[config.mk]
export PLATFORM = sky130hd
export DESIGN_NAME = led_mixer_multi
export DESIGN_NICKNAME = d
export VERILOG_FILES = /design/src/rtl/led_mixer_pkg.sv /design/src/rtl/led_mixer_channel.sv /design/src/rtl/led_mixer_multi.sv
export SDC_FILE = /design/constraint.sdc
export NUM_CORES = 1
export LEC_CHECK = 0
export ABC_CLOCK_PERIOD_IN_PS = 6200
export CAP_MARGIN = 20
export CORE_MARGIN = 3
export CORE_UTILIZATION = 60
export CTS_BUF_LIST = sky130_fd_sc_hd__clkbuf_16
export CTS_CLUSTER_SIZE = 40
export DETAILED_ROUTE_END_ITERATION = 8
export PLACE_DENSITY_LB_ADDON = 0.05
export SYNTH_ARGS = -nofsm -noshare
export SYNTH_HDL_FRONTEND = slang
export SYNTH_SLANG_ARGS = --single-unit
[constraint.sdc]
create_clock -name clk -period 6.2 [get_ports clk]
set_clock_uncertainty 0.15 [all_clocks]
set_input_delay 0.93 -clock clk [delete_from_list [all_inputs] [get_ports clk]]
set_output_delay 0.93 -clock clk [all_outputs]
set_load 0.1 [all_outputs]
[src/rtl/led_mixer_pkg.sv]
// Shared constants and helpers for the multi-channel encoder PWM dimmer.
// Optional preset feature is selected with the LED_MIXER_LOAD_EN macro.
package led_mixer_pkg;

  // Depth of the input synchroniser on every raw encoder pin
  localparam int SYNC_DEPTH = 2;

  // PWM period in clocks for a given level width: 2**bits - 1
  function automatic int unsigned period_of(input int unsigned bits);
    return (32'd1 << bits) - 32'd1;
  endfunction

  // Saturating increment: never exceeds max_v
  function automatic int unsigned sat_add(input int unsigned v,
                                          input int unsigned step,
                                          input int unsigned max_v);
    if (max_v - v < step) return max_v;
    return v + step;
  endfunction

  // Saturating decrement: never drops below zero
  function automatic int unsigned sat_sub(input int unsigned v,
                                          input int unsigned step);
    if (v < step) return 32'd0;
    return v - step;
  endfunction

endpackage

[src/rtl/led_mixer_channel.sv]
// One dimmer channel: A/B synchronisers and debouncers, x1 quadrature
// decoder, saturating level register, period-aligned active level and the
// registered PWM comparator. The shared counter comes from the top.
module led_mixer_channel
  import led_mixer_pkg::*;
#(
  parameter int PWM_BITS        = 8,
  parameter int DEBOUNCE_CYCLES = 16,
  parameter int STEP            = 1
) (
  input  logic                clk,
  input  logic                reset,
  input  logic                i_enc_a,
  input  logic                i_enc_b,
  input  logic [PWM_BITS-1:0] i_cnt,
  input  logic                i_cnt_last,
  input  logic                i_load,
  input  logic [PWM_BITS-1:0] i_load_level,
  output logic                o_pwm,
  output logic [PWM_BITS-1:0] o_level
);

  localparam int unsigned LVL_MAX = period_of(PWM_BITS);
  localparam int DB_W = (DEBOUNCE_CYCLES > 1) ? $clog2(DEBOUNCE_CYCLES) : 1;
  localparam logic [DB_W-1:0] DB_LAST = DB_W'(DEBOUNCE_CYCLES - 1);

  // Index 0 carries encoder A, index 1 carries encoder B
  logic [1:0]            w_raw;
  logic [1:0]            w_synced;
  logic [SYNC_DEPTH-1:0] r_sync [2];
  logic [1:0]            r_deb;
  logic [DB_W-1:0]       r_db_cnt [2];
  logic                  r_a_prev;
  logic                  w_rise;
  logic [PWM_BITS-1:0]   r_level;
  logic [PWM_BITS-1:0]   w_level_nxt;
  logic [PWM_BITS-1:0]   r_active;
  logic                  r_pwm;

  assign w_raw       = {i_enc_b, i_enc_a};
  assign w_synced[0] = r_sync[0][SYNC_DEPTH-1];
  assign w_synced[1] = r_sync[1][SYNC_DEPTH-1];

  // Shift raw pins through the synchroniser chain
  always_ff @(posedge clk or negedge reset) begin
    if (!reset) begin
      r_sync[0] <= '0;
      r_sync[1] <= '0;
    end else begin
      for (int k = 0; k < 2; k++) begin
        r_sync[k] <= {r_sync[k][SYNC_DEPTH-2:0], w_raw[k]};
      end
    end
  end

  // Accept a synced change only after it has held for DEBOUNCE_CYCLES clocks
  always_ff @(posedge clk or negedge reset) begin
    if (!reset) begin
      r_deb       <= '0;
      r_db_cnt[0] <= '0;
      r_db_cnt[1] <= '0;
    end else begin
      for (int k = 0; k < 2; k++) begin
        if (w_synced[k] == r_deb[k]) begin
          r_db_cnt[k] <= '0;
        end else if (r_db_cnt[k] == DB_LAST) begin
          r_deb[k]    <= w_synced[k];
          r_db_cnt[k] <= '0;
        end else begin
          r_db_cnt[k] <= r_db_cnt[k] + DB_W'(1);
        end
      end
    end
  end

  // Detent on debounced A rising; B selects direction (0 = up, 1 = down)
  assign w_rise = r_deb[0] & ~r_a_prev;

  // Next level: saturating step on a detent, preset strobe overrides it
  always_comb begin
    w_level_nxt = r_level;
    if (w_rise) begin
      if (r_deb[1]) begin
        w_level_nxt = PWM_BITS'(sat_sub(32'(r_level), 32'(STEP)));
      end else begin
        w_level_nxt = PWM_BITS'(sat_add(32'(r_level), 32'(STEP), LVL_MAX));
      end
    end
    if (i_load) begin
      w_level_nxt = i_load_level;
    end
  end

  // Level register and A edge history
  always_ff @(posedge clk or negedge reset) begin
    if (!reset) begin
      r_a_prev <= 1'b0;
      r_level  <= '0;
    end else begin
      r_a_prev <= r_deb[0];
      r_level  <= w_level_nxt;
    end
  end

  // Latch level into the comparator only at the last clock of a period
  always_ff @(posedge clk or negedge reset) begin
    if (!reset) begin
      r_active <= '0;
    end else if (i_cnt_last) begin
      r_active <= r_level;
    end
  end

  // Registered PWM compare: output high while counter below active level
  always_ff @(posedge clk or negedge reset) begin
    if (!reset) begin
      r_pwm <= 1'b0;
    end else begin
      r_pwm <= (i_cnt < r_active);
    end
  end

  assign o_pwm   = r_pwm;
  assign o_level = r_level;

endmodule

[src/rtl/led_mixer_multi.sv]
// N-channel encoder-controlled PWM dimmer. One shared PWM counter drives
// all channels; levels reach the outputs only at period boundaries.
// Define LED_MIXER_LOAD_EN to add the load/load_level preset ports.
module led_mixer_multi
  import led_mixer_pkg::*;
#(
  parameter int NUM_CH          = 3,
  parameter int PWM_BITS        = 8,
  parameter int DEBOUNCE_CYCLES = 16,
  parameter int STEP            = 1
) (
  input  logic                       clk,
  input  logic                       reset,
  input  logic [NUM_CH-1:0]          enc_a,
  input  logic [NUM_CH-1:0]          enc_b,
  output logic [NUM_CH-1:0]          pwm_out,
  output logic [NUM_CH*PWM_BITS-1:0] level,
  output logic                       period_start
`ifdef LED_MIXER_LOAD_EN
  ,
  input  logic                       load,
  input  logic [NUM_CH*PWM_BITS-1:0] load_level
`endif
);

  localparam logic [PWM_BITS-1:0] CNT_LAST = PWM_BITS'(period_of(PWM_BITS) - 32'd1);

  logic [PWM_BITS-1:0]        r_cnt;
  logic                       r_period_start;
  logic                       w_cnt_last;
  logic                       w_load;
  logic [NUM_CH*PWM_BITS-1:0] w_load_level;

`ifdef LED_MIXER_LOAD_EN
  assign w_load       = load;
  assign w_load_level = load_level;
`else
  assign w_load       = 1'b0;
  assign w_load_level = '0;
`endif

  assign w_cnt_last = (r_cnt == CNT_LAST);

  // Shared PWM counter: 0 .. PERIOD-1 then wrap
  always_ff @(posedge clk or negedge reset) begin
    if (!reset) begin
      r_cnt <= '0;
    end else if (w_cnt_last) begin
      r_cnt <= '0;
    end else begin
      r_cnt <= r_cnt + PWM_BITS'(1);
    end
  end

  // Period start flag, registered alongside the PWM outputs
  always_ff @(posedge clk or negedge reset) begin
    if (!reset) begin
      r_period_start <= 1'b0;
    end else begin
      r_period_start <= (r_cnt == '0);
    end
  end

  assign period_start = r_period_start;

  for (genvar g = 0; g < NUM_CH; g++) begin : g_ch
    led_mixer_channel #(
      .PWM_BITS       (PWM_BITS),
      .DEBOUNCE_CYCLES(DEBOUNCE_CYCLES),
      .STEP           (STEP)
    ) u_ch (
      .clk         (clk),
      .reset       (reset),
      .i_enc_a     (enc_a[g]),
      .i_enc_b     (enc_b[g]),
      .i_cnt       (r_cnt),
      .i_cnt_last  (w_cnt_last),
      .i_load      (w_load),
      .i_load_level(w_load_level[g*PWM_BITS +: PWM_BITS]),
      .o_pwm       (pwm_out[g]),
      .o_level     (level[g*PWM_BITS +: PWM_BITS])
    );
  end

endmodule

==> results of run 1 <==
-- where the power goes --
group          internal [mW]  leakage [nW]  switching, mW
logic                 0.0342          1.23         0.0593
clock network          0.432         0.177          0.244
registers              0.701          1.41         0.0195
total                   1.17          2.82          0.322
-- through the flow --
stage / util / setup WS (ns) / hold slack, ns / area [µm²] / total power, mW
2_1_floorplan: - / 3.448 / 0.1812 / 5837 / 0.7927
3_3_place_gp: 0.6614 / 3.325 / 0.1839 / 6170 / 0.8226
3_5_place_dp: 0.6614 / 3.274 / 0.1847 / 6170 / 0.8263
4_1_cts: 0.6998 / 2.890 / 0.2012 / 6528 / 1.503
5_1_grt: 0.6998 / 2.848 / 0.2169 / 6528 / 1.550
6_report: 0.6998 / 2.903 / 0.1986 / 6528 / 1.490
-- metal layers --
metal,vias to the layer above,routed length [µm]
li1,2095,-
met1,2067,5392
met2,100,5620
met3,21,551
met4,0,188
met5,-,0
-- final cells by class --
type / count / area share
clock buffers: 9 / 0.03450
clock inverters: 6 / 0.02032
inverters: 44 / 0.02530
multi-input cells: 388 / 0.4382
flip-flops and latches: 105 / 0.4025
well taps: 129 / 0.02473
repair buffers: 36 / 0.05444
-- cells in the final DEF (no fill, tap or decap), drive strengths merged, types with 5 or more instances in the layout --
master,netlist,routed
dfrtp,105,105
inv,44,45
ha,39,39
nor2,35,35
a21oi,34,34
clkdlybuf4s50,0,34
o21ai,30,30
nand2,24,24
nand3,22,22
xnor2,20,20
mux2,20,20
nor3,12,12
nor2b,10,10
clkbuf,15,9
nand2b,8,8
a21o,8,8
a31oi,8,8
o31ai,8,8
nor3b,7,7
nand4b,7,7
nor4,7,7
nand4,7,7
or4,7,7
a211oi,5,5
-- worst max-delay path by stage --
stage / start / endpoint / slack (ns) / cells past startpoint
after floorplan: g_ch[2].u_ch.o_level[0] / g_ch[2].u_ch.o_level[6] / 3.45 / 7
after global placement: g_ch[0].u_ch.o_level[2] / level[2] / 3.32 / 1
after detailed placement: g_ch[0].u_ch.o_level[2] / level[2] / 3.27 / 1
after CTS: g_ch[0].u_ch.o_level[2] / level[2] / 2.89 / 1
after global routing: g_ch[2].u_ch.o_level[2] / level[18] / 2.85 / 1
final: g_ch[0].u_ch.o_level[2] / level[2] / 2.90 / 1
-- registers in the layout, indices dropped and copies added (netlist names) --
signal / flops
g_ch.u_ch.r_active: 24
g_ch.u_ch.r_a_prev: 3
g_ch.u_ch.o_pwm: 3
g_ch.u_ch.r_sync: 12
g_ch.u_ch.o_level: 24
g_ch.u_ch.r_deb: 6
g_ch.u_ch.r_db_cnt: 24
r_cnt: 8
period_start: 1
-- kinds of logic after synthesis --
group / after synthesis / share of synthesized area
simple gates: 166 / 0.1621
compound gates: 135 / 0.1629
flops: 105 / 0.4502
buf+inv: 76 / 0.05980
fa+ha+maj: 39 / 0.08360
xor+xnor: 24 / 0.03601
mux: 24 / 0.04545
==> out/qor.yml, run 1 <==
coreArea_um2: 9328
synth_edf_count: 0
grt_first_pass_wirelength_um: 20530
grt.busiest_layer: "met2"
slowest_stage: "clkdlybuf4s50_1"
multi_input_area_um2: 2860
fp.dieArea_um2: 10950
ys_seq_area_frac: 0.4502
vias: 4283
worst_hold_path.endpoint: "g_ch[2].u_ch.r_sync[3]"
tritoncts: "done"
diodes: 0
n_fill_cell: 686
fp.dieH_um: 104.6
synth-main-ff-cell: "dfrtp_1"
reg2reg_slack_ns: 3.70
wl_per_cell_um: 16.39
cp_max_fo: 15
grt_use_met2: 0.3741
tns_ns: 0
use_met3: 0.05188
ys_types: 70
cts.sinks: 105
numCtsBuffers: 9
firstDrtPassIters: 4
post-cts-setup-buffers: 0
postCtsHoldBufs: 0
synthArstFlopShare: 1.000
syn_inst: 569
crit_family: "buffers and inverters"
synth_top_area_cell: "dfrtp_1"
timing.rr.start: "g_ch[2].u_ch.o_level[0]"
num-nets-final: 631
synth_top_cell_area_share: 0.4502
drt_iter0_drc: 198
crit_required_ns: 5.12
critPathLaunchType: "flop"
fin_crit_sh: 0.5318
status: "complete, no violations"
place_inst: 702
drc_errors: 0
ios: 36
ant_nets: 0
cp_data_arrival_time_ns: 2.22
track_usage: 0.2304
path_buf_inv: 1
syn_nets: 616
ys_warn_count: 0
cts-root-buf: "clkbuf_16"
regArea_um2: 2628
crit_path_cell_trace: "clkdlybuf4s50_1"
hold_start: "g_ch[2].u_ch.r_sync[2]"
synth.cell_area_um2: 5837
hp-class: "flop to flop"
avgSynthCellArea_um2: 10.26
cts.path.max_buffers: 2
die_w_um: 104.6
crit_path_max_incr_delay_ns: 1.23
holdPathStages: 0
detail_route.vias_per_cell: 5.974
max_cap_viol_count: 0
worst_slew_pin_slew_ns: 0.9865
area_growth_pct: 11.83
antenna_found_initial: 0
crit_type: "flop to output port"
grt_overflow: 0
power_density_nw_per_um2: 228.2
worstReg2RegEnd: "g_ch[2].u_ch.o_level[2]"
p_leak_nw: 2.817
layout-drive-gt1-share: 0.09354
use_met1: 0.3057
ir_drop_v: 0.0001890
ys_top_cells_by_count: "dfrtp_1 (105), inv_1 (44), ha_1 (39), nor2_1 (35), a21oi_1 (34)"
post-dp-hpwl_um: 8177
period_minus_slack_ns: 3.297
grt_pass1_vias: 4263
reg2regPathDepth: 6
setup-violations-final: 0
cts-resized-gates: 0
synth-seq-cells: 105
fmax_ghz: 0.3033
final_cells: 717
gp_congestion: 0.9281
synth_area_leaders: "dfrtp_1 (45%), ha_1 (8.4%), mux2_2 (3.9%)"
wl_um: 11750
clk_latency_ns: 0.35
fp-row-count: 35
numPortBuffers: 35
htreeDepth: 3
crit_path_end_kind: "output port"
grt_max_degree: 73
maxSlewHeadroom: 0.3403
path_clk_slew_ns: 0.07
hold_violations: 0
start_util: 0.6258
rsz0062_at_grt: "no"
slew_viol_final: 0
yosysMostFrequentCell: "dfrtp_1"
(Power assumes the default switching activity.)
==> run 2: changes to the inputs <==
ABC_CLOCK_PERIOD_IN_PS = 2800   (was 6200)
CORE_UTILIZATION = 54   (was 60)
clock period = 2.8 ns   (was 6.2 ns; I/O delays follow)
==> run 2 against run 1 <==
  * Wire length shrank 1.9%
  * Clock power rose by 86%
  * Die area is 10% higher
  * Critical endpoint is now g_ch[2].u_ch.o_level[6]
  * Largest cell class unchanged
  * Largest power group unchanged
==> out/qor.yml, run 2 (synthesis results as in run 1) <==
coreArea_um2: 10420  # +12%
fp-row-count: 37  # +5.7%
worst_slew_pin_slew_ns: 0.6822  # -0.3043 ns
track_usage: 0.2023  # -0.02814
post-dp-hpwl_um: 8084  # -1.1%
drt_iter0_drc: 265  # +34%
utilization: 0.6222  # -0.07758
fp.dieH_um: 110.0  # +5.1%
grt_pass1_vias: 4097  # -3.9%
hold_violations: 0  # unchanged
drc_errors: 0  # unchanged
htreeDepth: 3  # unchanged
hold_start: "g_ch[1].u_ch.r_sync[2]"
wl_per_cell_um: 15.72  # -4.1%
reg2regPathDepth: 6  # unchanged
path_clk_slew_ns: 0.07  # about the same
clk_latency_ns: 0.34  # about the same
grt_max_degree: 46  # -37%
power_density_nw_per_um2: 471.1  # +110%
ios: 36  # unchanged
die_w_um: 110.0  # +5.1%
worst_hold_path.endpoint: "g_ch[1].u_ch.r_sync[3]"
n_fill_cell: 888  # +29%
fp.dieArea_um2: 12090  # +10%
crit_required_ns: 2.86  # -2.26 ns
crit_type: "flop to flop"
reg2reg_slack_ns: 0.43  # -3.27 ns
grt_overflow: 0  # unchanged
antenna_found_initial: 0  # unchanged
detail_route.vias_per_cell: 5.786  # -3.1%
cts-root-buf: "clkbuf_16"
numPortBuffers: 35  # unchanged
setup-violations-final: 0  # unchanged
p_leak_nw: 2.889  # +2.6%
holdPathStages: 0  # unchanged
max_cap_viol_count: 0  # unchanged
multi_input_area_um2: 2860  # unchanged
final_common_cell: "dfrtp_1"
cp_max_fo: 7  # -8
cts.path.max_buffers: 2  # unchanged
crit_path_end_kind: "flop"
vias: 4241  # -0.98%
slew_viol_final: 0  # unchanged
final_cell_mix: "dfrtp_1 (105), inv_1 (46), ha_1 (39)"
tritoncts: "done"
firstDrtPassIters: 4  # unchanged
period_minus_slack_ns: 2.365
power_mw: 3.054  # +110%
cts.sinks: 105  # unchanged
gp_congestion: 0.8390  # -9.6%
maxSlewHeadroom: 0.5443  # +0.2040
cp-startpoint: "g_ch[2].u_ch.o_level[0]"
layout-drive-gt1-share: 0.1508  # +0.05722
tns_ns: 0  # unchanged
wl_um: 11530  # -1.9%
fin_hold_ws_ns: 0.2005  # +0.001952 ns
start_util: 0.5604  # -0.06539
cp_data_arrival_time_ns: 2.42  # +0.20 ns
diodes: 0  # unchanged
num-nets-final: 639  # +1.3%
status: "complete, no violations"
regArea_um2: 2628  # unchanged
post-cts-setup-buffers: 0  # unchanged
timing.rr.start: "g_ch[2].u_ch.o_level[0]"
fin_crit_sh: 0.8446
numCtsBuffers: 9  # unchanged
ir_drop_v: 0.0003549  # +88%
critPathLaunchType: "flop"
hp-class: "flop to flop"
grt_first_pass_wirelength_um: 19330  # -5.8%
area_growth_pct: 11.04
worstReg2RegEnd: "g_ch[2].u_ch.o_level[6]"
fmax_ghz: 0.4228
ant_nets: 0  # unchanged
rsz0062_at_grt: "no"
-- run 2: cell count changes in the layout (fill, tap and decap cells not counted), moves of 2 or more --
cell,change
clkinvlp_4,+2
bufinv_16,-3
clkdlybuf4s50_1,-28
buf_4,+34
-- run 2: stage by stage --
| stage | instances | instance area [µm²] | setup slack, ns |
|---|---|---|---|
| 2_1_floorplan | 569 | 5837 | 0.04781 |
| 3_3_place_gp | 716 | 6173 | 0.5207 |
| 3_5_place_dp | 716 | 6173 | 0.4577 |
| 4_1_cts | 733 | 6481 | 0.4410 |
| 5_1_grt | 733 | 6481 | 0.2489 |
| 6_report | 733 | 6481 | 0.4350 |
-- run 2: worst max-delay path by stage --
stage / endpoint / slack, ns / cells past startpoint
floorplan: g_ch[2].u_ch.o_level[6] / 0.05 / 7
finish: g_ch[2].u_ch.o_level[6] / 0.43 / 6
global route: g_ch[2].u_ch.o_level[6] / 0.25 / 6
CTS: g_ch[2].u_ch.o_level[6] / 0.44 / 6
global placement: g_ch[2].u_ch.o_level[2] / 0.52 / 6
detailed placement: g_ch[2].u_ch.o_level[6] / 0.46 / 6
-- run 2: area by class of cell --
class,count,share of cell area
Inverter,44,0.02548
Timing Repair Buffer,44,0.05560
Sequential cell,105,0.4054
Clock buffer,9,0.03475
Multi-Input combinational cell,388,0.4413
Tap cell,136,0.02625
Clock inverter,7,0.01120
-- run 2: report_power, final --
part | total (mW) | switching [mW] | leakage [nW] | internal, mW
Sequential | 1.59 | 0.0426 | 1.41 | 1.55
Clock | 1.26 | 0.562 | 0.146 | 0.695
Combinational | 0.203 | 0.127 | 1.33 | 0.0756
-- run 2: worst max-delay path, cell delays in order, from the launching register on --
cell      delay (ns)
dfrtp_1         0.46
inv_1           0.15
ha_1            0.28
or4b_4          0.55
or4_1           0.43
a21oi_1         0.16
a311oi_1        0.06
-- run 2: metal layers --
metal  global-route usage  part of all wire
met4              0.06589            0.0099
met2               0.3302              0.49
met3              0.04874             0.039
met1               0.2649              0.47
met5                    0                 0
-- run 2: what timing repair did --
action | 4_1_cts | 5_1_grt
resized for setup | 0 | 0
setup endpoints to repair | 0 | 0
hold endpoints to repair | 42 | 0
hold buffers | 1 | 0
==> run 3: changes to the inputs <==
ABC_CLOCK_PERIOD_IN_PS = 2100   (was 2800)
clock period = 2.1 ns   (was 2.8 ns; I/O delays follow)
==> run 3 against run 2 <==
  * The run now ends with setup timing left
  * Global-route usage grew 2.0 points
  * First-iteration DRC count is 27% higher
  * Flip-flop and latch count unchanged
  * Worst setup slack worse by 0.47 ns
  * Worst hold slack worse by 0.0013 ns
  * Clock power increased by 40%
  * Critical endpoint is now g_ch[0].u_ch.o_level[3]
  * Largest power group unchanged
==> out/qor.yml, run 3 (synthesis results as in run 1) <==
reg2regPathDepth: 7  # +1
ant_nets: 0  # unchanged
path_clk_slew_ns: 0.07  # about the same
period_minus_slack_ns: 2.133  # -0.2322 ns
tritoncts: "done"
drt_iter0_drc: 337  # +27%
cp-startpoint: "g_ch[0].u_ch.o_level[1]"
final_cell_mix: "dfrtp_1 (81), buf_4 (46), inv_1 (40)"
numPortBuffers: 35  # unchanged
layout-drive-gt1-share: 0.2638  # +0.1131
cp-endpoint: "g_ch[0].u_ch.o_level[3]"
path_buf_inv: 2  # +1
grt_pass1_vias: 4520  # +10%
crit_path_max_incr_delay_ns: 0.49  # -0.06 ns
hold_violations: 0  # unchanged
antenna_found_initial: 0  # unchanged
rsz0062_at_grt: "yes"
htreeDepth: 3  # unchanged
hp-class: "flop to flop"
ir_drop_v: 0.0006455  # +82%
timing.rr.start: "g_ch[0].u_ch.o_level[1]"
gp_congestion: 0.8943  # +6.6%
cp_data_arrival_time_ns: 2.22  # -0.20 ns
cts-root-buf: "clkbuf_16"
n_fill_cell: 788  # -11%
drc_errors: 0  # unchanged
crit_path_end_kind: "flop"
fmax_ghz: 0.4689  # +11%
reg2reg_slack_ns: -0.03  # -0.47 ns
crit_family: "compound AO/OA/AOI/OAI gates"
max_cap_viol_count: 0  # unchanged
grt_first_pass_wirelength_um: 21250  # +9.9%
numCtsBuffers: 9  # unchanged
worstReg2RegEnd: "g_ch[0].u_ch.o_level[3]"
slowest_stage: "dfrtp_4"
worst_slew_pin_slew_ns: 0.5412  # -0.1410 ns
grt_overflow: 0  # unchanged
diodes: 0  # unchanged
fin_ws_ns: -0.03285  # -0.4678 ns
crit_path_cell_trace: "inv_4 > ha_4 > or4b_4 > o41ai_4 > buf_4 > a21oi_2 > o221a_2"
clk_latency_ns: 0.35  # about the same
cts.sinks: 105  # unchanged
final_common_cell: "dfrtp_1"
firstDrtPassIters: 4  # unchanged
crit_required_ns: 2.19  # -0.67 ns
num-nets-final: 675  # +5.6%
wl_um: 12510  # +8.5%
fp.dieArea_um2: 12090  # unchanged
violations: "setup timing"
fin_crit_sh: 1.016  # +0.1710
status: "finished with violations"
die_w_um: 110.0  # unchanged
wl_per_cell_um: 16.26  # +3.4%
critPathLaunchType: "flop"
post-dp-hpwl_um: 8935  # +11%
tns_ns: -0.04105  # -0.04105 ns
area_growth_pct: 24.03
start_util: 0.5604  # unchanged
maxSlewHeadroom: 0.6392  # +0.09496
track_usage: 0.2224  # +0.02015
p_leak_nw: 3.120  # +8.0%
coreArea_um2: 10420  # unchanged
detail_route.vias_per_cell: 5.897  # +1.9%
setup-violations-final: 2  # +2
cp_max_fo: 4  # -3
stdcell_area_um2: 7239  # +12%
crit_type: "flop to flop"
worst-path-stages: 7  # +1
fp.dieH_um: 110.0  # unchanged
ios: 36  # unchanged
fp-row-count: 37  # unchanged
power_mw: 4.232  # +39%
power_density_nw_per_um2: 584.5  # +24%
vias: 4535  # +6.9%
place_area_um2: 6853  # +11%
slew_viol_final: 0  # unchanged
cts.path.max_buffers: 2  # unchanged
grt_max_degree: 39  # -15%
utilization: 0.6950  # +0.07279
## run 3: worst min path at each step
stage / start / end / slack (ns) / cells past startpoint
floorplan: reset / g_ch[0].u_ch.o_level[2] / -0.13 / 0
global placement: reset / g_ch[0].u_ch.r_db_cnt[1] / 0.18 / 1
detailed placement: reset / g_ch[0].u_ch.r_db_cnt[1] / 0.19 / 1
CTS: g_ch[0].u_ch.r_sync[2] / g_ch[0].u_ch.r_sync[3] / 0.20 / 0
global route: g_ch[2].u_ch.r_sync[2] / g_ch[2].u_ch.r_sync[3] / 0.21 / 0
finish: g_ch[0].u_ch.r_sync[2] / g_ch[0].u_ch.r_sync[3] / 0.20 / 0
## run 3: per-layer routing
layer | routed length, µm | track usage | vias to the layer above
li1 | - | - | 2181
met1 | 5509 | 0.2868 | 2239
met2 | 6255 | 0.3674 | 96
met3 | 559 | 0.05578 | 19
met4 | 181 | 0.07124 | 0
met5 | 0 | 0 | -
## run 3: report_power, final
part	leakage (nW)	internal [mW]	switching, mW
clock network	0.154	1.03	0.734
registers	1.36	2.07	0.0485
logic	1.60	0.145	0.199
total	3.12	3.25	0.981
## run 3: what timing repair did
item / in CTS / in global routing
gates resized for setup: 1 / 9
endpoints found under the setup margin: 6 / 13
pin swaps: 1 / 1
hold buffers: 1 / 0
buffers inserted: 1 / 3
endpoints found under the hold margin: 36 / 0
## run 3: area by class of cell
type                            instances  area [µm²]  area share
Clock buffer                            9       225.2     0.03111
Clock inverter                          7       87.58     0.01210
Inverter                               44       180.2     0.02489
Multi-Input combinational cell        388        2939      0.4060
Sequential cell                       105        2690      0.3716
Tap cell                              136       170.2     0.02350
Timing Repair Buffer                   80       947.2      0.1308
## run 3: through the flow
stage / cells / worst slack (ns) / hold slack, ns
after floorplan: 569 / -0.2320 / -0.1306
after global placement: 748 / -0.05074 / 0.1779
after detailed placement: 748 / -0.08894 / 0.1867
after CTS: 766 / -0.02098 / 0.2022
after global routing: 769 / -0.05867 / 0.2104
final: 769 / -0.03285 / 0.1992
